$ cat src/rtl/lf_adder_pipe.sv
// Pipelined Ladner-Fischer adder/subtractor with valid/ready handshake on both sides.
// Prefix levels are spread over NSTG register stages; the last stage registers sum and flags.
module lf_adder_pipe #(
  parameter int WIDTH = 64,
  parameter int NSTG  = 3
) (
  input  logic             clk,
  input  logic             rst_n,
  input  logic             in_valid,
  output logic             in_ready,
  input  logic [WIDTH-1:0] a,
  input  logic [WIDTH-1:0] b,
  input  logic             cin,
  input  logic             sub,
  output logic             out_valid,
  input  logic             out_ready,
  output logic [WIDTH-1:0] s,
  output logic             cout,
  output logic             ovf,
  output logic             zero
);
  localparam int L  = $clog2(WIDTH);
  localparam int BW = 3 * WIDTH + 1;  // {cin, bitwise p, group G, group P}

  function automatic int lvl_lo(input int j);
    int r;
    if (NSTG == 1) begin
      r = (j == 0) ? 0 : L;
    end else if (j >= NSTG - 1) begin
      r = L;
    end else begin
      r = (j * L + NSTG - 2) / (NSTG - 1);
    end
    return r;
  endfunction

  function automatic logic [BW-1:0] lf_level(input logic [BW-1:0] x, input int k);
    logic [WIDTH-1:0] g_v, p_v, g_n, p_n;
    int               j;
    g_v = x[2*WIDTH-1:WIDTH];
    p_v = x[WIDTH-1:0];
    g_n = g_v;
    p_n = p_v;
    for (int i = 0; i < WIDTH; i++) begin
      if (((i >> k) & 1) != 0) begin
        j      = (i | ((1 << k) - 1)) - (1 << k);
        g_n[i] = g_v[i] | (p_v[i] & g_v[j]);
        p_n[i] = p_v[i] & p_v[j];
      end else begin
        g_n[i] = g_v[i];
        p_n[i] = p_v[i];
      end
    end
    return {x[BW-1:2*WIDTH], g_n, p_n};
  endfunction

  logic [NSTG-1:0]  v_r;
  logic [NSTG-1:0]  ld_s;
  logic [NSTG-1:0]  vin_s;
  logic [BW-1:0]    x_s [NSTG];
  logic [WIDTH-1:0] b_eff_s;
  logic [WIDTH-1:0] pb_s;
  logic [WIDTH-1:0] g_s;
  logic [WIDTH-1:0] s_r;
  logic             cout_r;
  logic             ovf_r;
  logic             zero_r;

  assign b_eff_s = b ^ {WIDTH{sub}};
  assign pb_s    = a ^ b_eff_s;
  assign g_s     = a & b_eff_s;
  assign x_s[0]  = {cin, pb_s, g_s, pb_s};

  // A stage may load when it or any later stage is empty, or the output is draining.
  always_comb begin
    ld_s  = {NSTG{1'b0}};
    vin_s = {NSTG{1'b0}};
    for (int j = 0; j < NSTG; j++) begin
      ld_s[j] = out_ready;
      for (int k = j; k < NSTG; k++) begin
        ld_s[j] = ld_s[j] | ~v_r[k];
      end
      vin_s[j] = (j == 0) ? in_valid : v_r[j-1];
    end
  end

  // Valid bits move one stage forward whenever the receiving stage can load.
  always_ff @(posedge clk) begin
    if (!rst_n) begin
      v_r <= {NSTG{1'b0}};
    end else begin
      for (int j = 0; j < NSTG; j++) begin
        if (ld_s[j]) begin
          v_r[j] <= vin_s[j];
        end else begin
          v_r[j] <= v_r[j];
        end
      end
    end
  end

  for (genvar j = 0; j < NSTG; j++) begin : g_stg
    localparam int LO = lvl_lo(j);
    localparam int HI = lvl_lo(j + 1);
    logic [BW-1:0] q_s;

    // Prefix levels that belong to this stage.
    always_comb begin
      q_s = x_s[j];
      for (int k = LO; k < HI; k++) begin
        q_s = lf_level(q_s, k);
      end
    end

    if (j < NSTG - 1) begin : g_reg
      logic [BW-1:0] d_r;

      // Stage data only captures real beats; an empty stage's contents are irrelevant.
      always_ff @(posedge clk) begin
        if (!rst_n) begin
          d_r <= {BW{1'b0}};
        end else if (ld_s[j] && vin_s[j]) begin
          d_r <= q_s;
        end else begin
          d_r <= d_r;
        end
      end

      assign x_s[j+1] = d_r;
    end else begin : g_out
      logic [WIDTH:0]   c_s;
      logic [WIDTH-1:0] sum_s;

      // Carries from the finished prefix with cin folded in, then the sum bits.
      always_comb begin
        c_s    = {(WIDTH + 1){1'b0}};
        c_s[0] = q_s[BW-1];
        for (int i = 0; i < WIDTH; i++) begin
          c_s[i+1] = q_s[WIDTH+i] | (q_s[i] & q_s[BW-1]);
        end
        sum_s = q_s[3*WIDTH-1:2*WIDTH] ^ c_s[WIDTH-1:0];
      end

      // Result register holds its last valid beat through stalls and idle cycles.
      always_ff @(posedge clk) begin
        if (!rst_n) begin
          s_r    <= {WIDTH{1'b0}};
          cout_r <= 1'b0;
          ovf_r  <= 1'b0;
          zero_r <= 1'b0;
        end else if (ld_s[j] && vin_s[j]) begin
          s_r    <= sum_s;
          cout_r <= c_s[WIDTH];
          ovf_r  <= c_s[WIDTH-1] ^ c_s[WIDTH];
          zero_r <= ~|sum_s;
        end else begin
          s_r    <= s_r;
          cout_r <= cout_r;
          ovf_r  <= ovf_r;
          zero_r <= zero_r;
        end
      end
    end
  end

  assign in_ready  = ld_s[0];
  assign out_valid = v_r[NSTG-1];
  assign s         = s_r;
  assign cout      = cout_r;
  assign ovf       = ovf_r;
  assign zero      = zero_r;

endmodule

$ cat config.mk
export PLATFORM = sky130hd
export DESIGN_NAME = lf_adder_pipe
export DESIGN_NICKNAME = d
export VERILOG_FILES = /design/src/rtl/lf_adder_pipe.sv
export SDC_FILE = /design/constraint.sdc
export NUM_CORES = 1
export LEC_CHECK = 0
export BUFFER_PORTS_ARGS = -buffer_cell sky130_fd_sc_hd__buf_2
export CAP_MARGIN = 30
export CORE_ASPECT_RATIO = 1.4
export CORE_MARGIN = 10
export CORE_UTILIZATION = 40
export DETAILED_ROUTE_END_ITERATION = 10
export PLACE_DENSITY = 0.62
export SYNTH_ARGS = -nofsm -noshare
export SYNTH_HDL_FRONTEND = slang
export SYNTH_SLANG_ARGS = --single-unit
$ cat constraint.sdc
create_clock -name clk -period 3.8 [get_ports clk]
set_clock_uncertainty 0.05 [all_clocks]
set_input_delay 0.57 -clock clk [delete_from_list [all_inputs] [get_ports clk]]
set_output_delay 0.57 -clock clk [all_outputs]
set_load 0.02 [all_outputs]
==> results.cfg, run 1 <==
[clock_network]
cts.reportedPaths.clkPinSlew_ns = 0.06
root_buffer = clkbuf_16
cts.sinks = 447
cts_tree = yes
clk_latency_ns = 0.56
cts-resized-gates = 0
htreeDepth = 2
hold_buffers = 0
cts_setup_buffers = 0
numCtsBuffers = 44
cts_max_path_buffers = 3

[power]
peakVddDrop_uv = 345
powerDensity_nw_per_um2 = 487
fin_total_pwr_w = 0.0105
p_leak_nw = 8.45

[global_routing]
antenna_found_initial = 0
grt_usage_pct = 18.4
grt_pass1_vias = 15500
grt_max_degree = 157
grt-ovfl-total = 0
grt_pass1_wl_um = 83900

[final_layout]
nets = 2614
fin_util_pct = 46.7
drive_above_1_share_pct = 13.1
layout-area-overhead-vs-synth_pct = 15.8
final_common_cell = nand2_1
antenna_cells = 0
layout_common_cells = nand2_1, dfxtp_1, a21oi_1
finalNonFillerCells = 3060

[place]
dp_hpwl_um = 36200
port_buffers = 202
dp.cells = 2986
routabilityCongestion = 0.826
dp_slack_ns = 0.737

[worst_hold_path]
hold_end = g_stg[0].g_reg.d_r[192]$_SDFFE_PN0P_
whs_path_depth = 3
hp-start = cin
hold_path.class = in -> reg

[yosys]
syn_nets = 2495
ys_ff_latch = 447
synthTopCellsByArea = dfxtp_1, nand2_1, a21oi_1
synth_edf_count = 0
synth_top_area_cell = dfxtp_1
syn_area_um2 = 18600
yosys.area.top_type_share_pct = 48.2
synthFlopType = dfxtp_1
yosysWarnings = 0
syn_inst = 2296
syn_avg_cell_area_um2 = 8.08
synth-seq-area-share_pct = 48.2
ys_types = 46
async_reset_ff_share_pct = 0

[critical_path]
cp_max_fo = 15
reg2reg_from = g_stg[1].g_reg.d_r[192]$_SDFFE_PN0P_
start_kind = flip-flop
criticalPathCategory = reg -> reg
rrSetupSlack_ns = 0.92
critPathCaptureType = flip-flop
cp.arrival_ns = 3.31
required_ns = 4.23
crit-reg2reg-capture = zero$_SDFFE_PN0P_
rr_worst_depth = 9

[floorplan]
core.rowCount = 93
dieArea_um2 = 55500
fp.dieH_um = 275
initial_core_util_pct = 40.4
design.portCount = 203
coreArea_um2 = 46000
die_x_um = 202

[route]
post_drt_wl_per_cell_um = 17.4
drc = 0
finalWirelength_um = 53200
drtIter0Drc = 1147
dr.pass1.iters = 5
viasPerCell = 5.21
final_antenna_net_count = 0
vias = 15900

[sta]
fin_crit_sh_pct = 75.7
max_freq_mhz = 348
layout_setup_ws_ns = 0.925
rsz0062_at_grt = no
setup-violations-final = 0
hold_viol = 0
relSlewSlack_pct = 38.1
final-max-slew-violation-count = 0
period_needed_ns = 2.88
worst_pin_slew_ns = 0.928
totalNegativeSetupSlack_ns = 0

[job]
maxCapViolCount = 0

[status]
outcome = complete, no violations
[registers in the layout (all words and copies together) (netlist names)]
register	cells
s	64
zero	1
ovf	1
g_stg.g_reg.d_r	377
v_r	3
cout	1
[critical path: stages (launching register included)]
cell	delay, ns
dfxtp_2	0.55
buf_4	0.33
buf_4	0.27
a21oi_1	0.11
xnor2_1	0.21
nor4_1	0.38
nand4_1	0.29
nor4_1	0.33
a32oi_1	0.14
nor2b_1	0.14
[layer usage]
metal,routed length [um],vias to the layer above,GRT usage (%),part of all wire (%)
met5,0,-,0,0
met4,1350,0,6.07,2.5
met3,2330,78,2.72,4.4
met2,26600,344,32.3,50
met1,22900,7565,22.6,43
li1,-,7960,-,-
[metrics by stage]
stage          hold slack, ns  area, um^2
3_3_place_gp            0.385       20100
5_1_grt                 0.265       21500
2_1_floorplan           0.379       18600
3_5_place_dp            0.391       20100
4_1_cts                 0.223       21500
6_report                0.248       21500
[synth_stat cells, types with 2 or more instances]
| cell | n |
|---|---|
| inv_1 | 12 |
| xor2_1 | 88 |
| dfxtp_1 | 447 |
| a32oi_1 | 6 |
| a211oi_1 | 15 |
| xnor2_1 | 39 |
| a21o_1 | 27 |
| o21ai_0 | 41 |
| o2bb2ai_1 | 7 |
| nand2_1 | 579 |
| nand3_1 | 38 |
| buf_2 | 8 |
| nor3_1 | 18 |
| and2_1 | 5 |
| a21oi_1 | 420 |
| nor4_1 | 9 |
| nand2b_1 | 2 |
| buf_6 | 3 |
| and3_1 | 21 |
| a31oi_1 | 28 |
| buf_1 | 17 |
| a22oi_1 | 34 |
| a21boi_0 | 6 |
| nor2_1 | 185 |
| clkbuf_1 | 132 |
| ha_1 | 65 |
| mux2i_1 | 14 |
| a22oi_2 | 7 |
| nand4_1 | 6 |
[power by group]
part	switching (W)	leakage [nW]	internal [W]
clock	0.00181	0.697	0.00246
sequential	0.000115	3.64	0.00487
combinational	0.000768	4.12	0.000433
total	0.00270	8.45	0.00777
[kinds of logic after synthesis]
| family | after synthesis | share of synthesized area (%) |
|---|---|---|
| and+or+nand+nor | 870 | 18.7 |
| AOI/OAI and AO/OA | 600 | 18.2 |
| adders and majority gates | 65 | 4.38 |
| muxes | 14 | 0.755 |
| DFF | 447 | 48.2 |
| buffers and inverters | 173 | 3.68 |
| xor gates and xnor gates | 127 | 6.00 |
[final cells by class]
cell class,count,area (um^2)
timing repair buffer,233,1340
inverter,13,56.3
clock inverter,10,83.8
sequential,447,8950
fill,4609,24500
tap,617,772
multi-input combinational,1676,8960
clock buffer,64,1320
[how the worst max path moves through the flow]
stage / start / endpoint / depth (start not counted)
after global routing: g_stg[1].g_reg.d_r[192]$_SDFFE_PN0P_ / zero$_SDFFE_PN0P_ / 9
after global placement: g_stg[1].g_reg.d_r[192]$_SDFFE_PN0P_ / zero$_SDFFE_PN0P_ / 8
after detailed placement: sub / g_stg[0].g_reg.d_r[95]$_SDFFE_PN0P_ / 12
after CTS: g_stg[1].g_reg.d_r[192]$_SDFFE_PN0P_ / zero$_SDFFE_PN0P_ / 9
final: g_stg[1].g_reg.d_r[192]$_SDFFE_PN0P_ / zero$_SDFFE_PN0P_ / 9
after floorplan: sub / g_stg[0].g_reg.d_r[71]$_SDFFE_PN0P_ / 11
No activity file was read; power rests on OpenSTA's default activity.
==> run 2: changes to the inputs <==
PLACE_DENSITY = 0.64   (was 0.62)
clock period = 2.58 ns   (was 3.8 ns; I/O delays follow)
==> run 2 against run 1 <==
- power rose by 49%
- critical endpoint unchanged
- setup slack got worse by 0.75 ns
- critical path type unchanged
- first-iteration DRC count fell by 18%
- sequential power rose by 47%
- register-to-register slack got worse by 0.75 ns
- global-route usage fell by 0.074 points
- combinational power rose by 57%
==> results.cfg, run 2 (synthesis gave the netlist of run 1 again) <==
[status]
outcome = complete, no violations

[global_routing]
grt_max_degree = 97
grt_util_met2_pct = 33.2
grt_pass1_wl_um = 83600
antenna_found_initial = 0
met3_usage_pct = 2.78
grt.busiest_layer = met2
grt_pass1_vias = 15900
use_met1_pct = 21.5
grt_usage_pct = 18.3
grt-ovfl-total = 0

[final_layout]
antenna_cells = 0
layout_common_cells = nand2_1, dfxtp_1, a21oi_1
finish.instance_area_um2 = 21900
largest_register_ffs = 377
final_common_cell = nand2_1
regMostFlops = g_stg.g_reg.d_r
nets = 2655
layout-area-overhead-vs-synth_pct = 18.3
drive_above_1_share_pct = 14.5

[floorplan]
core.rowCount = 93
initial_core_util_pct = 40.4
dieArea_um2 = 55500
coreArea_um2 = 46000
die_x_um = 202
design.portCount = 203
fp.dieH_um = 275

[sta]
final-max-slew-violation-count = 0
max_freq_mhz = 416
worst_pin_slew_ns = 0.904
rsz0062_at_grt = no
fin_crit_sh_pct = 93.1
hold_viol = 0
relSlewSlack_pct = 39.7
period_needed_ns = 2.40
setup-violations-final = 0

[critical_path]
cpPeakStageDelay_ns = 0.41
critPathCaptureType = flip-flop
cp_slowest_cell = nor4_1
path_cells = buf_12 > a21oi_1 > xnor2_1 > nor4_1 > buf_4 > nand4_1 > nor4_2 > buf_4 > a32oi_1 > nor2b_1
criticalPathCategory = reg -> reg
required_ns = 3.02
cp_max_fo = 43
rr_worst_depth = 10
crit_top_cell = buf_4
cp.arrival_ns = 2.84
start_kind = flip-flop

[route]
dr.pass1.iters = 5
drtIter0Drc = 946
final_antenna_net_count = 0
finalWirelength_um = 52800
drc = 0
viasPerCell = 5.18
vias = 16100
post_drt_wl_per_cell_um = 17.0

[clock_network]
cts_tree = yes
root_buffer = clkbuf_16
numCtsBuffers = 44
cts_max_path_buffers = 3
hold_buffers = 0
cts.sinks = 447
cts.reportedPaths.clkPinSlew_ns = 0.06
htreeDepth = 2
clk_latency_ns = 0.55
cts_setup_buffers = 0

[worst_hold_path]
hold_path.class = in -> reg
whs_path_depth = 3

[power]
p_leak_nw = 8.69
peakVddDrop_uv = 419
fin_total_pwr_w = 0.0156
powerDensity_nw_per_um2 = 712

[place]
dp_hpwl_um = 36600
routabilityCongestion = 0.870
place_area_um2 = 20500
port_buffers = 202

[job]
maxCapViolCount = 0
run 2: timing repair:
item / CTS / global route
endpoints found under the setup margin: 1 / 1
endpoints found under the hold margin: 0 / 0
pin swaps: 0 / 0
resized for setup: 1 / 1
run 2: cell type report:
cell class / count / area [um^2]
clock buffer: 63 / 1270
clock inverter: 12 / 154
fill: 4463 / 24000
inverter: 13 / 56.3
multi-input combinational: 1676 / 8970
sequential: 447 / 8950
tap: 617 / 772
timing repair buffer: 274 / 1770
run 2: critical path: cells and delay by family, from the launching register on:
| kind | cells | cell delay, ns |
|---|---|---|
| compound gates | 2 | 0.22 |
| xor+xnor | 1 | 0.16 |
| buf+inv | 3 | 0.63 |
| flops | 1 | 0.38 |
| simple gates | 4 | 0.89 |
run 2: path summary, 6_finish.rpt:
path,startpoint,endpoint,slack [ns]
max,g_stg[1].g_reg.d_r[192]$_SDFFE_PN0P_,zero$_SDFFE_PN0P_,0.18
min reg2reg,g_stg[0].g_reg.d_r[133]$_SDFFE_PN0P_,g_stg[1].g_reg.d_r[133]$_SDFFE_PN0P_,0.40
min,cin,g_stg[0].g_reg.d_r[192]$_SDFFE_PN0P_,0.07
max reg2reg,g_stg[1].g_reg.d_r[192]$_SDFFE_PN0P_,zero$_SDFFE_PN0P_,0.18
run 2: through the flow:
step                setup TNS, ns  setup slack, ns  cells  utilization (%)  hold slack [ns]
global route                    0          0.00373   3102             47.7           0.0865
detailed placement       -0.00859         -0.00859   3027             44.6            0.391
CTS                             0           0.0110   3102             47.7           0.0515
global placement                0           0.0398   3027             44.6            0.385
floorplan                       0           0.0697   2296                -            0.379
finish                          0            0.179   3102             47.7           0.0706
run 2: layer usage:
metal / vias to the layer above / wire (um)
met4: 0 / 1360
met5: - / 0
met2: 375 / 26900
met1: 7593 / 22000
met3: 76 / 2440
li1: 8032 / -
run 2: report_power, final:
group          switching [W]  leakage, nW  internal [W]
Sequential          0.000163         3.64       0.00718
Combinational        0.00115         4.36      0.000731
Clock                0.00268        0.693       0.00373
==> run 3: changes to the inputs <==
CORE_ASPECT_RATIO = 0.5   (was 1.4)
==> run 3 against run 2 <==
- non-clock buffer count increased by 1
- sequential share of layout area about the same
- global-route usage decreased by 0.48 points
- die area increased by 0.72%
- utilization increased by 0.49 points
- clock power about the same
- sequential cell count unchanged
- final area about the same
- power decreased by 0.36%
- first-iteration DRC count increased by 17%
- largest power group unchanged
- critical path depth decreased by 1
==> results.cfg, run 3 (synthesis gave the netlist of run 1 again) <==
[status]
outcome = complete, no violations

[power]
powerDensity_nw_per_um2 = 710
peakVddDrop_uv = 354
p_leak_nw = 8.70

[sta]
rsz0062_at_grt = no
period_needed_ns = 2.39
whs_ns = 0.115
hold_viol = 0
max_freq_mhz = 419
worst_pin_slew_ns = 0.785
final-max-slew-violation-count = 0
setup-violations-final = 0
relSlewSlack_pct = 47.7
fin_crit_sh_pct = 92.5

[final_layout]
fin_util_pct = 48.2
layout-area-overhead-vs-synth_pct = 18.3
layout_common_cells = nand2_1, dfxtp_1, a21oi_1
nets = 2656
largest_register_ffs = 377
regMostFlops = g_stg.g_reg.d_r
drive_above_1_share_pct = 14.5
final_common_cell = nand2_1
antenna_cells = 0

[global_routing]
grt_max_degree = 98
grt-ovfl-total = 0
grt_pass1_vias = 15300
grt_usage_pct = 17.8
grt_pass1_wl_um = 82300
antenna_found_initial = 1

[clock_network]
numCtsBuffers = 44
root_buffer = clkbuf_16
htreeDepth = 2
cts_max_path_buffers = 3
cts.reportedPaths.clkPinSlew_ns = 0.06
clk_latency_ns = 0.55
cts.sinks = 447
hold_buffers = 0
cts_tree = yes
cts_setup_buffers = 0

[critical_path]
path_cells = buf_12 > a21oi_1 > xnor2_1 > nor4_1 > nand4b_1 > nor4_1 > buf_4 > a32oi_1 > nor2b_1
cp_slowest_cell = nor4_1
start_kind = flip-flop
cp.arrival_ns = 2.82
critPathCaptureType = flip-flop
cpPeakStageDelay_ns = 0.52
cp_max_fo = 25
crit_top_cell = nor4_1
required_ns = 3.02
criticalPathCategory = reg -> reg

[place]
dp_hpwl_um = 35900
port_buffers = 202
routabilityCongestion = 0.850

[route]
final_antenna_net_count = 0
drc = 0
finalWirelength_um = 52000
viasPerCell = 5.16
dr.pass1.iters = 7
post_drt_wl_per_cell_um = 16.7
drtIter0Drc = 1108
vias = 16100

[worst_hold_path]
hold_path.class = in -> reg

[floorplan]
design.portCount = 203
fp.dieH_um = 172
coreArea_um2 = 45500
die_x_um = 325
core.rowCount = 55
initial_core_util_pct = 40.8
dieArea_um2 = 55900

[job]
maxCapViolCount = 0
[run 3: per-layer routing]
metal / part of all wire, % / GRT usage, % / up-vias / wire length, um
met4: 1.8 / 4.29 / 2 / 922
met1: 45 / 22.6 / 7665 / 23200
li1: - / - / 8050 / -
met2: 50 / 32.0 / 280 / 26000
met3: 3.5 / 2.30 / 62 / 1830
met5: 0.025 / 0 / - / 13
[run 3: through the flow]
step	worst slack, ns	total power, W	area, um^2	cells	setup TNS, ns
global placement	0.0274	0.00932	20500	3038	0
finish	0.194	0.0156	21900	3110	0
global route	0.00631	0.0162	21900	3110	0
floorplan	0.0697	0.00862	18600	2296	0
CTS	0.222	0.0157	21900	3110	0
detailed placement	-0.0125	0.00934	20500	3038	-0.0140
[run 3: final cells by class]
type / instances / area, um^2
clock inverter: 6 / 86.3
inverter: 13 / 56.3
fill: 4476 / 23500
tap: 627 / 785
multi-input combinational: 1676 / 8960
clock buffer: 66 / 1330
sequential: 447 / 8950
timing repair buffer: 275 / 1770
[run 3: repair_timing]
| item | CTS | global route |
|---|---|---|
| endpoints found under the hold margin | 0 | 0 |
| gates resized for setup | 0 | 1 |
| endpoints found under the setup margin | 0 | 1 |
[run 3: power breakdown]
part | internal (W) | switching (W)
Combinational | 0.000715 | 0.00114
Clock | 0.00373 | 0.00265
Sequential | 0.00718 | 0.000158
Total | 0.0116 | 0.00395
[run 3: worst max-delay path, delay by kind of cell, from the launching register on]
kind | cells | cell delay (ns)
AOI/OAI and AO/OA | 2 | 0.19
xor gates and xnor gates | 1 | 0.22
buffers and inverters | 2 | 0.39
DFF | 1 | 0.35
and+or+nand+nor | 4 | 1.12
[run 3: path summary, 6_finish.rpt]
check | from | endpoint | slack, ns | cells after the start
setup reg to reg | g_stg[1].g_reg.d_r[192]$_SDFFE_PN0P_ | zero$_SDFFE_PN0P_ | 0.19 | 9
hold reg to reg | g_stg[0].g_reg.d_r[3]$_SDFFE_PN0P_ | g_stg[1].g_reg.d_r[3]$_SDFFE_PN0P_ | 0.39 | 2
hold / removal | cin | g_stg[0].g_reg.d_r[192]$_SDFFE_PN0P_ | 0.11 | 3
setup / recovery | g_stg[1].g_reg.d_r[192]$_SDFFE_PN0P_ | zero$_SDFFE_PN0P_ | 0.19 | 9
